File: config.mk
export PLATFORM = sky130hd
export DESIGN_NAME = audio_interp_fifo_flat
export DESIGN_NICKNAME = d
export VERILOG_FILES = /design/src/rtl/audio_interp_fifo_if.sv /design/src/rtl/audio_interp_fifo.sv /design/src/flat_wrapper.sv
export SDC_FILE = /design/constraint.sdc
export NUM_CORES = 1
export LEC_CHECK = 0
export BUFFER_PORTS_ARGS = -buffer_cell sky130_fd_sc_hd__buf_2
export CAP_MARGIN = 15
export CORE_AREA = 8 8 141 143
export CTS_CLUSTER_DIAMETER = 200
export DETAILED_ROUTE_END_ITERATION = 16
export DIE_AREA = 0 0 149 151
export PLACE_DENSITY = 0.53
export SYNTH_ARGS = -nofsm -noshare
export SYNTH_HDL_FRONTEND = slang
export SYNTH_SLANG_ARGS = --single-unit
File: constraint.sdc
create_clock -name clk -period 7.5 [get_ports clk]
set_input_delay 0.75 -clock clk [delete_from_list [all_inputs] [get_ports clk]]
set_output_delay 0.75 -clock clk [all_outputs]
set_load 0.005 [all_outputs]
File: src/rtl/audio_interp_fifo_if.sv
// Sample-stream and DAC-side signals of the interpolating audio FIFO.
// The bench drives through master; the interpolator sits behind slave.
interface audio_interp_fifo_if #(
  parameter int signalwidth = 16
);
  logic [signalwidth-1:0] in_data;
  logic                   in_valid;
  logic                   in_ready;
  logic [signalwidth-1:0] d;
  logic                   underrun;
  logic [2:0]             fifo_level;

  modport master (
    output in_data, in_valid,
    input  in_ready, d, underrun, fifo_level
  );

  modport slave (
    input  in_data, in_valid,
    output in_ready, d, underrun, fifo_level
  );
endinterface

File: src/rtl/audio_interp_fifo.sv
// Four-entry sample FIFO feeding a linear interpolator.
// Each segment ramps the DAC code from the previous sample to the current one in 2^steplog2 equal steps.
module audio_interp_fifo #(
  parameter int signalwidth = 16,
  parameter int steplog2    = 5,
  parameter int stepdiv     = 32
) (
  input logic                clk,
  input logic                reset,
  audio_interp_fifo_if.slave bus
);

  localparam int accwidth = signalwidth + steplog2;
  localparam int divwidth = $clog2(stepdiv);
  localparam logic [divwidth-1:0] div_last = divwidth'(stepdiv - 1);

  typedef enum logic {IDLE, RAMP} state_t;

  state_t                        state, state_next;
  logic [signalwidth-1:0]        mem [4];
  logic [1:0]                    wr_ptr, rd_ptr;
  logic [2:0]                    level;
  logic [divwidth-1:0]           div;
  logic [steplog2-1:0]           step;
  logic signed [signalwidth-1:0] cur, prev;
  logic signed [signalwidth:0]   delta;
  logic signed [accwidth-1:0]    acc;
  logic                          push, pop, hold, tick, wrap, empty;

  assign empty = (level == 3'd0);
  assign tick  = (div == div_last);
  assign wrap  = (step == '1);
  assign push  = bus.in_valid && bus.in_ready;
  // One extra bit so the slope between any two samples is representable.
  assign delta = (signalwidth + 1)'(cur) - (signalwidth + 1)'(prev);

  assign bus.in_ready   = (level < 3'd4);
  assign bus.fifo_level = level;
  assign bus.underrun   = hold;
  assign bus.d          = {~acc[accwidth-1], acc[accwidth-2:steplog2]};

  // NOTE: clocked state uses non-blocking assignments so every register samples pre-edge values.
  always_ff @(posedge clk) begin
    if (reset) state <= IDLE;
    else       state <= state_next;
  end

  always_comb begin
    // NOTE: defaults first so no branch leaves an output unassigned and infers a latch.
    state_next = state;
    pop        = 1'b0;
    hold       = 1'b0;
    case (state)
      IDLE: begin
        if (!empty) begin
          pop        = 1'b1;
          state_next = RAMP;
        end
      end
      RAMP: begin
        if (tick && wrap) begin
          if (empty) hold = 1'b1;
          else       pop  = 1'b1;
        end
      end
      default: state_next = IDLE;
    endcase
  end

  // NOTE: the sample storage has no reset; the pointers and level alone define what is valid.
  always_ff @(posedge clk) begin
    if (push && !reset) mem[wr_ptr] <= bus.in_data;
  end

  always_ff @(posedge clk) begin
    if (reset) begin
      wr_ptr <= '0;
      rd_ptr <= '0;
      level  <= '0;
    end else begin
      if (push) wr_ptr <= wr_ptr + 2'd1;
      if (pop)  rd_ptr <= rd_ptr + 2'd1;
      level <= level + {2'b00, push} - {2'b00, pop};
    end
  end

  // acc holds the output value scaled by 2^steplog2; N slope additions land exactly on cur.
  always_ff @(posedge clk) begin
    if (reset) begin
      div  <= '0;
      step <= '0;
      cur  <= '0;
      prev <= '0;
      acc  <= '0;
    end else if (state == IDLE) begin
      if (pop) begin
        cur  <= signed'(mem[rd_ptr]);
        prev <= '0;
        div  <= '0;
        step <= '0;
      end
    end else begin
      div <= tick ? '0 : div + divwidth'(1);
      if (tick) begin
        acc  <= acc + accwidth'(delta);
        step <= step + steplog2'(1);
        if (pop) begin
          prev <= cur;
          cur  <= signed'(mem[rd_ptr]);
        end else if (hold) begin
          // Zero slope while starved: the output parks on the last sample.
          prev <= cur;
        end
      end
    end
  end

endmodule

File: src/flat_wrapper.sv
// flat-port wrapper written by rule: the top's interface ports become plain ports
module audio_interp_fifo_flat 
#(
  parameter int signalwidth = 16,
  parameter int steplog2    = 5,
  parameter int stepdiv     = 32
)
  (clk, reset, bus_in_data, bus_in_valid, bus_in_ready, bus_d, bus_underrun, bus_fifo_level);
  audio_interp_fifo_if #(.signalwidth(signalwidth)) bus_i ();
  input logic clk;
  input logic reset;
  input wire logic [$bits(bus_i.in_data)-1:0] bus_in_data;
  input wire logic [$bits(bus_i.in_valid)-1:0] bus_in_valid;
  output wire logic [$bits(bus_i.in_ready)-1:0] bus_in_ready;
  output wire logic [$bits(bus_i.d)-1:0] bus_d;
  output wire logic [$bits(bus_i.underrun)-1:0] bus_underrun;
  output wire logic [$bits(bus_i.fifo_level)-1:0] bus_fifo_level;
  assign bus_i.in_data = bus_in_data;
  assign bus_i.in_valid = bus_in_valid;
  assign bus_in_ready = bus_i.in_ready;
  assign bus_d = bus_i.d;
  assign bus_underrun = bus_i.underrun;
  assign bus_fifo_level = bus_i.fifo_level;
  audio_interp_fifo #(.signalwidth(signalwidth), .steplog2(steplog2), .stepdiv(stepdiv)) u_core (.clk(clk), .reset(reset), .bus(bus_i));
endmodule
==> key figures, run 1 <==
Worst setup path
  – Startpoint Class: register
  – Required time of the critical path: 7.79 ns
  – CP arrival: 3.53 ns
  – CP max FO: 7
  – R2r worst-path depth: 11
  – Crit path kind: reg2reg
  – Endpoint class of the critical path: register

Global routing
  – Grt peak-use layer: met2
  – Largest net degree at the start of global routing: 77
  – Vias in the first global route: 4,757
  – Initial antenna violation count: 0
  – Tot GR Track Use: 13.22%
  – Routing usage on met2: 22.56%
  – GR Util met3: 4.093%
  – First-pass GRT wire length: 23,340 um
  – Met1 Use GR: 15.85%
  – GRT overflow: 0

Clock network
  – H-tree depth: 4
  – Post-CTS setup buffers: 0
  – Clk_lat worst skew: 0.42 ns
  – CTS tree: yes
  – Clock transition at path regs: 0.07 ns
  – Clk root buf: clkbuf_16
  – CTS Sinks: 137
  – Post_cts resized: 0
  – Total CTS buffers: 17
  – Clk buf depth: 2
  – Hold_buf cts: 0

Power and ir drop
  – Leak Pwr: 3.020 nW
  – Combinational share of power: 41.5%
  – Overall Power: 2.973 mW
  – Max VDD drop: 0.1827 mV
  – Internal: 1.841 mW
  – Switching part of the total: 38.06%
  – Net Sw Power: 1.131 mW
  – Pwr Density: 383.9 nW/um2
  – Power share of the clock group: 27.6%
  – Reg power frac: 30.8%

Drt
  – Vias: 4,558
  – Routed Antenna Nets: 0
  – Drt wl/cell: 15.37 um
  – Vias/cell: 4.987
  – Drt pass-1 iters: 5
  – Initial DRC Count: 163
  – Routed wire length: 14,050 um
  – # DRC: 0

Flow run
  – Max-cap violation count: 0

STA
  – Final Max Tran Viols: 0
  – Max Clock Skew: 0.008717 ns
  – Max Fclk: 308.5 MHz
  – Final hold vios: 0
  – Actual slew at the worst max-slew pin: 0.8956 ns
  – Setup TNS: 0 ns
  – Relative slew slack: 40.29%
  – Fin crit period: 3.242 ns
  – Period utilization: 43.22%
  – Setup Viol. Count Final: 0
  – RSZ-0062 raised after global routing: false
  – Final Worst Setup Slack: 4.258 ns

Final layout
  – Nets@finish: 743
  – Area growth from synthesis to layout: 12.36%
  – Fraction of layout cells with a size suffix above 1: 14.45%
  – Fill cells: 1,689
  – Seq. cell area: 3383 um2
  – Area occupied by multi-input gates: 2943 um2
  – Fin cells: 914
  – N_diodes: 0

Synthesis
  – Syn nets: 728
  – Ranking of synthesized cells by area: edfxtp_1 28%, dfxtp_1 21%, fa_1 6.1%, ha_1 5.6%, mux4_2 5.2%
  – Sequential-to-total area share from yosys stat: 49.09%
  – Post-Syn Area: 6892 um2
  – Syn Inst Count: 657
  – Area leader, netlist: edfxtp_1
  – Post-synth top cells: 87 x inv_1, 73 x dfxtp_1, 68 x nand2_1, 64 x edfxtp_1, 55 x nor2_1
  – Number of synthesized flops with an enable pin: 64
  – Yosys warns: 0
  – Fraction of registers with async set/reset: 0%
  – Synth top area share: 27.89%
  – Flops & latches, synth: 137
  – Mean post-synth cell area: 10.49 um2
  – Top-count cell post-synth: inv_1
  – Ys flop type: dfxtp_1
  – Distinct cells, synth: 55

Die
  – Core Area: 17,660 um2
  – Die height: 151 um
  – I/O pin cnt: 40
  – Die ar.: 22,500 um2
  – Row cnt: 49
  – Initial Utilization: 39.03%
  – Die Wd: 149 um

Min path
  – Hold crit path type: reg2reg
  – Hold path depth: 2

Place
  – Port bufs: 39
  – Routability congestion estimate: 0.8518
  – Pre-CTS WS: 4.265 ns
  – # placed instances: 882
  – HPWL after DPL: 9580 um

Outcome
  – Outcome: finished, final reports clean
## final cells by class
type | count | share of cell area [%]
Clock buffer | 17 | 5.494
Tap cell | 229 | 3.700
Sequential cell | 137 | 43.69
Clock inverter | 15 | 2.036
Multi-Input combinational cell | 386 | 38.00
Inverter | 88 | 4.266
Timing Repair Buffer | 42 | 2.811
## final timing paths
path                                                   from                           to  slack [ns]
worst max-delay path            u_core.cur[15]$_SDFFE_PP0P_  u_core.acc[20]$_SDFFE_PP0P_        4.26
worst min-delay path             u_core.acc[4]$_SDFFE_PP0P_   u_core.acc[4]$_SDFFE_PP0P_        0.46
worst max register to register  u_core.cur[15]$_SDFFE_PP0P_  u_core.acc[20]$_SDFFE_PP0P_        4.26
worst min register to register   u_core.acc[4]$_SDFFE_PP0P_   u_core.acc[4]$_SDFFE_PP0P_        0.46
## routing by layer
layer | part of all wire (%) | wire length, um
met3 | 3.5 | 493
met1 | 47 | 6645
met2 | 48 | 6811
met4 | 0.70 | 99
met5 | 0 | 0
## registers in the layout, summed over array words and instances, names as in the netlist, named ones only
register               flops
u_core.div                 5
u_core.prev               16
u_core.rd_ptr              2
u_core.state               1
u_core.cur                16
u_core.mem                64
u_core.acc                21
u_core.bus.fifo_level      3
u_core.wr_ptr              2
u_core.step                5
## worst max-delay path, stage by stage (launching register included)
cell     delay [ns]
dfxtp_1        0.41
inv_1          0.17
fa_1           0.52
inv_1          0.05
ha_1           0.38
a21o_1         0.22
a31o_1         0.20
a41o_1         0.25
a21oi_2        0.17
a21oi_1        0.06
a41o_1         0.20
or4_1          0.47
## metrics by stage
step	cell area (um2)	hold WS, ns	utilization, %
2_1_floorplan	6892	0.4319	-
3_3_place_gp	7161	0.4405	40.55
3_5_place_dp	7161	0.4486	40.55
4_1_cts	7744	0.4587	43.86
5_1_grt	7744	0.4672	43.86
6_report	7744	0.4578	43.86
## placed cells by master (no fill, tap or decap), drive strengths merged, types with 6 or more instances in the layout
cell,instances
ha,31
nand3,9
and2,8
dfxtp,73
o21ai,14
inv,95
buf,42
clkbuf,17
a21o,8
xor2,6
xnor2,14
nand2b,6
a21oi,51
a22oi,21
mux4,16
fa,21
nand2,68
nor2,55
edfxtp,64
## logic make-up after synthesis
logic type	Yosys count	synth area share, %
simple gates	171	11.07
flops	137	49.09
buf+inv	134	8.261
compound gates	125	11.78
fa+ha+maj	52	11.73
xor+xnor	20	2.542
mux	18	5.519
## power by group through the flow
stage	clock network, mW	registers (mW)	logic [mW]
2_1_floorplan	0	0.906	0.997
3_3_place_gp	0	0.928	1.22
3_5_place_dp	0	0.933	1.24
4_1_cts	0.845	0.917	1.25
5_1_grt	0.873	0.925	1.40
6_report	0.822	0.916	1.23
Power figures use the tool's default switching activity.
==> inputs of run 2 (changes only) <==
--- a/config.mk
+++ b/config.mk
@@ -11,7 +11,7 @@
 export CTS_CLUSTER_DIAMETER = 200
 export DETAILED_ROUTE_END_ITERATION = 16
 export DIE_AREA = 0 0 149 151
-export PLACE_DENSITY = 0.53
+export PLACE_DENSITY = 0.56
 export SYNTH_ARGS = -nofsm -noshare
 export SYNTH_HDL_FRONTEND = slang
 export SYNTH_SLANG_ARGS = --single-unit
==> constraint.sdc (replaced) <==
create_clock -name clk -period 2.7 [get_ports clk]
set_input_delay 0.27 -clock clk [delete_from_list [all_inputs] [get_ports clk]]
set_output_delay 0.27 -clock clk [all_outputs]
set_load 0.005 [all_outputs]
==> run 2 against run 1 <==
Net effect: the flow now finishes with violations (setup timing); largest power group unchanged; via count increased by 6.1%; register-to-register slack got worse by 4.4 ns; first-iteration DRC count increased by 47%; maximum frequency increased by 16%; critical path type unchanged; largest cell class unchanged; sequential share of layout area decreased by 3.8 points; non-clock buffer count increased by 69.
==> key figures, run 2 (synthesis gave the netlist of run 1 again) <==
Worst setup path
  – CP arrival: 3.10 ns
  – Startpoint Class: register
  – CP max FO: 2
  – Crit. Startpoint: u_core.acc[13]$_SDFFE_PP0P_
  – Crit path kind: reg2reg
  – Required time of the critical path: 3.00 ns
  – Launching point of the worst reg2reg path: u_core.acc[13]$_SDFFE_PP0P_
  – Endpoint class of the critical path: register

Clock network
  – Hold_buf cts: 0
  – CTS tree: yes
  – Clk_lat worst skew: 0.43 ns
  – Clk root buf: clkbuf_16
  – CTS Sinks: 137
  – Total CTS buffers: 17
  – Clk buf depth: 2
  – Clock transition at path regs: 0.06 ns
  – H-tree depth: 4

Place
  – Routability congestion estimate: 0.8397
  – HPWL after DPL: 10,400 um
  – Port bufs: 39
  – # placed instances: 947

Die
  – Row cnt: 49
  – I/O pin cnt: 40
  – Initial Utilization: 39.03%
  – Die Wd: 149 um
  – Die height: 151 um
  – Die ar.: 22,500 um2
  – Core Area: 17,660 um2

Global routing
  – GRT overflow: 0
  – Vias in the first global route: 5,113
  – Largest net degree at the start of global routing: 39
  – First-pass GRT wire length: 24,760 um
  – Initial antenna violation count: 0
  – Tot GR Track Use: 13.86%

STA
  – Final hold vios: 0
  – Setup TNS: -0.1009 ns
  – Max Clock Skew: 0.008298 ns
  – Final Max Tran Viols: 0
  – Actual slew at the worst max-slew pin: 0.8214 ns
  – Final Worst Setup Slack: -0.1009 ns
  – Hold slack: 0.05911 ns
  – Setup Viol. Count Final: 1
  – RSZ-0062 raised after global routing: true
  – Period utilization: 103.7%
  – Fin crit period: 2.801 ns
  – Relative slew slack: 45.16%
  – Max Fclk: 357.0 MHz

Min path
  – Hold Path Origin: bus_in_data[2]
  – Hold crit path type: in2reg

Power and ir drop
  – Leak Pwr: 3.377 nW
  – Overall Power: 9.571 mW
  – Max VDD drop: 0.6004 mV
  – Pwr Density: 1122 nW/um2

Final layout
  – Top reg by flops: u_core.mem
  – Max reg flops: 64
  – Area growth from synthesis to layout: 23.75%
  – Most common cell after layout, fill and taps aside: inv_1
  – Final core occ: 48.30%
  – N_diodes: 0
  – Nets@finish: 812
  – Fraction of layout cells with a size suffix above 1: 28.65%
  – Commonest non-fill, non-tap cells in the layout: 80 x inv_1, 70 x buf_4, 68 x nand2_1
  – Top Registers: u_core.mem (64), u_core.acc (21)
  – Fin cells: 983

Outcome
  – Outcome: complete, but fails checks
  – Failing checks: setup timing

Drt
  – Initial DRC Count: 240
  – # DRC: 0
  – Drt pass-1 iters: 4
  – Vias: 4,836
  – Routed wire length: 14,770 um
  – Vias/cell: 4.920
  – Drt wl/cell: 15.02 um
  – Routed Antenna Nets: 0

Flow run
  – Max-cap violation count: 0
==> run 2: cell count changes in the layout (fill, tap and decap cells not counted), moves of 5 or more <==
cell	previous run	this run
ha_1	31	18
inv_2	1	7
dfxtp_1	73	63
ha_4	0	11
buf_4	3	70
a21oi_1	50	45
o21ai_0	12	7
inv_1	87	80
dfxtp_2	0	8
==> run 2: layout make-up <==
cell class / count / area (um2)
fillers: 1638 / 9129
clock inverters: 13 / 121.4
well taps: 229 / 286.5
clock buffers: 19 / 432.9
multi-input cells: 386 / 3211
flip-flops and latches: 137 / 3401
repair buffers: 111 / 743.2
inverters: 88 / 332.8
==> run 2: what timing repair did <==
| item | in CTS | in global routing |
|---|---|---|
| pin swaps | 7 | 15 |
| resized for setup | 10 | 44 |
| buffers inserted | 2 | 3 |
| gates cloned | 0 | 0 |
| setup endpoints to repair | 6 | 10 |
==> run 2: routing by layer <==
metal	up-vias	track usage (%)	wire length, um
met5	-	0	0
met4	0	5.300	225
met3	22	3.615	505
met2	75	23.62	7170
met1	2343	16.51	6865
li1	2396	-	-
==> run 2: final timing paths <==
path	slack (ns)	end	depth (start not counted)
worst max register to register	-0.10	u_core.acc[20]$_SDFFE_PP0P_	11
worst min register to register	0.46	u_core.acc[4]$_SDFFE_PP0P_	2
worst max-delay path	-0.10	u_core.acc[20]$_SDFFE_PP0P_	11
worst min-delay path	0.06	u_core.mem[0][2]$_DFFE_PP_	1
==> run 2: worst max-delay path, cell delays in order (launching register included) <==
cell and delay (ns):
dfxtp_1 0.33, inv_1 0.06, fa_1 0.54, inv_1 0.07, ha_4 0.24, a21o_1 0.17, a31o_1 0.24, a41o_1 0.20
a21oi_2 0.14, a21oi_1 0.06, a41o_1 0.20, or4_1 0.45
==> run 2: where the power goes <==
group          internal, mW  total (mW)  switching [mW]
registers              2.38        2.52           0.148
clock network          1.27        2.19           0.919
logic                  2.41        4.86            2.45
total                  6.06        9.57            3.51
==> run 2: metrics by stage <==
stage | setup slack, ns | instance area [um2]
after global placement | -0.08286 | 7704
after detailed placement | -0.1143 | 7704
after global routing | -0.2458 | 8528
after floorplan | -0.08884 | 6953
final | -0.1009 | 8528
after CTS | -0.09948 | 8344
==> inputs of run 3 (changes only) <==
--- a/config.mk
+++ b/config.mk
@@ -11,7 +11,7 @@
 export CTS_CLUSTER_DIAMETER = 200
 export DETAILED_ROUTE_END_ITERATION = 16
 export DIE_AREA = 0 0 149 151
-export PLACE_DENSITY = 0.56
+export PLACE_DENSITY = 0.53
 export SYNTH_ARGS = -nofsm -noshare
 export SYNTH_HDL_FRONTEND = slang
 export SYNTH_SLANG_ARGS = --single-unit
==> constraint.sdc (replaced) <==
create_clock -name clk -period 3.05 [get_ports clk]
set_input_delay 0.305 -clock clk [delete_from_list [all_inputs] [get_ports clk]]
set_output_delay 0.305 -clock clk [all_outputs]
set_load 0.005 [all_outputs]
==> run 3 against run 2 <==
Net effect: sequential power fell by 11%; hold slack improved by 0.046 ns; die area did not move; the flow now finishes without violations; clock skew barely moved; combinational power fell by 27%; non-clock buffer count fell by 40; final cell count fell by 4.2%; largest cell class unchanged; count of clock-buffer cells in the layout did not move; first-iteration DRC count rose by 5.8%; via count fell by 4.0%; register-to-register slack improved by 0.20 ns.
==> key figures, run 3 (synthesis gave the netlist of run 1 again) <==
Outcome
  – Outcome: finished, final reports clean

Clock network
  – Clock transition at path regs: 0.06 ns
  – CTS Sinks: 137
  – H-tree depth: 4
  – Hold_buf cts: 0
  – CTS tree: yes
  – Clk root buf: clkbuf_16
  – Total CTS buffers: 17
  – Clk_lat worst skew: 0.41 ns
  – Clk buf depth: 2

STA
  – Setup Viol. Count Final: 0
  – Max Fclk: 339.2 MHz
  – Period utilization: 96.67%
  – Fin crit period: 2.948 ns
  – Actual slew at the worst max-slew pin: 0.8314 ns
  – Final Worst Setup Slack: 0.1015 ns
  – Max Clock Skew: 0.008152 ns
  – Relative slew slack: 44.57%
  – Final Max Tran Viols: 0
  – Final hold vios: 0

Min path
  – Hold crit path type: in2reg
  – Hold EP: u_core.mem[0][0]$_DFFE_PP_
  – Hold Path Origin: bus_in_data[0]
  – Hold path depth: 1

Final layout
  – Most common cell after layout, fill and taps aside: inv_1
  – Commonest non-fill, non-tap cells in the layout: 87 x inv_1, 72 x dfxtp_1, 68 x nand2_1
  – Area growth from synthesis to layout: 15.74%
  – Top reg by flops: u_core.mem
  – Fraction of layout cells with a size suffix above 1: 18.79%
  – Top Registers: u_core.mem (64), u_core.acc (21)
  – Max reg flops: 64
  – Final core occ: 45.17%
  – N_diodes: 0
  – Nets@finish: 772

Worst setup path
  – Launching point of the worst reg2reg path: u_core.prev[15]$_SDFFE_PP0P_
  – Crit path kind: reg2reg
  – R2r worst-path depth: 11
  – CP arrival: 3.24 ns
  – Crit. Startpoint: u_core.prev[15]$_SDFFE_PP0P_
  – Required time of the critical path: 3.34 ns
  – Flop-to-flop setup slack: 0.10 ns
  – Endpoint class of the critical path: register
  – Startpoint Class: register
  – RR Endpoint: u_core.acc[20]$_SDFFE_PP0P_
  – CP max FO: 6

Drt
  – Drt wl/cell: 15.17 um
  – Drt pass-1 iters: 5
  – Vias: 4,642
  – Vias/cell: 4.928
  – Initial DRC Count: 254
  – Routed wire length: 14,290 um
  – # DRC: 0
  – Routed Antenna Nets: 0

Global routing
  – First-pass GRT wire length: 23,430 um
  – Tot GR Track Use: 13.26%
  – Largest net degree at the start of global routing: 32
  – GRT overflow: 0
  – Vias in the first global route: 4,801
  – Initial antenna violation count: 0

Die
  – Die ar.: 22,500 um2
  – Row cnt: 49
  – Initial Utilization: 39.03%
  – I/O pin cnt: 40
  – Core Area: 17,660 um2
  – Die height: 151 um
  – Die Wd: 149 um

Power and ir drop
  – Max VDD drop: 0.5602 mV
  – Leak Pwr: 3.129 nW
  – Pwr Density: 954.6 nW/um2
  – Overall Power: 7.614 mW

Place
  – Port bufs: 39
  – HPWL after DPL: 9936 um
  – Routability congestion estimate: 0.8689
  – Pre-CTS WS: 0.004406 ns

Flow run
  – Max-cap violation count: 0
==> run 3: cell count changes in the layout (fill, tap and decap cells not counted), moves of 4 or more <==
cell and delta:
buf_4 -38, ha_1 +11, dfxtp_1 +9, ha_4 -9, dfxtp_2 -7, inv_1 +7
inv_2 -6, a21oi_1 +4, o21ai_0 +4
==> run 3: stage by stage <==
stage | hold WS, ns | std cells | cell area [um2] | TNS (ns)
finish | 0.1048 | 942 | 7976 | 0
global route | 0.08870 | 942 | 7976 | -0.06053
CTS | 0.08481 | 939 | 7885 | 0
detailed placement | 0.4507 | 908 | 7356 | 0
global placement | 0.4417 | 908 | 7356 | 0
floorplan | 0.4039 | 657 | 6892 | 0
==> run 3: worst max-delay path by stage <==
| stage | slack, ns | endpoint |
|---|---|---|
| floorplan | 0.06 | u_core.acc[20]$_SDFFE_PP0P_ |
| global placement | 0.09 | u_core.acc[20]$_SDFFE_PP0P_ |
| detailed placement | 0.004 | u_core.acc[20]$_SDFFE_PP0P_ |
| CTS | 0.03 | u_core.acc[20]$_SDFFE_PP0P_ |
| global route | -0.06 | u_core.acc[20]$_SDFFE_PP0P_ |
| finish | 0.10 | u_core.acc[20]$_SDFFE_PP0P_ |
==> run 3: where the power goes <==
group | internal (mW) | leakage [nW] | switching (mW)
sequential | 2.10 | 1.17 | 0.139
combinational | 1.60 | 1.71 | 1.93
clock | 1.04 | 0.245 | 0.800
==> run 3: routing by layer <==
layer,vias up,track usage [%],part of all wire (%),wire length (um)
met4,0,4.341,1.1,161
met1,2218,16.16,47,6678
met2,93,22.22,48,6817
met5,-,0,0,0
met3,14,3.794,4.4,631
li1,2317,-,-,-
==> run 3: cell type report <==
type	count	area [um2]
inverter	88	330.3
clock buffer	19	432.9
fill	1658	9681
multi-input combinational	386	3014
clock inverter	12	92.59
sequential	137	3385
tap	229	286.5
timing repair buffer	71	435.4
==> run 3: critical path, stage by stage, from the launching register on <==
cell	delay (ns)
dfxtp_1	0.39
buf_4	0.18
fa_1	0.50
inv_1	0.05
ha_1	0.37
a21oi_1	0.16
nand2_1	0.07
a41o_1	0.21
a21oi_2	0.15
a21oi_1	0.08
a41o_1	0.21
or4_1	0.46
==> run 3: what timing repair did <==
| action | in CTS | in global routing |
|---|---|---|
| resized for setup | 1 | 12 |
| setup buffers | 0 | 3 |
| cloned | 0 | 0 |
| pin swaps | 0 | 9 |
| endpoints found under the setup margin | 1 | 3 |
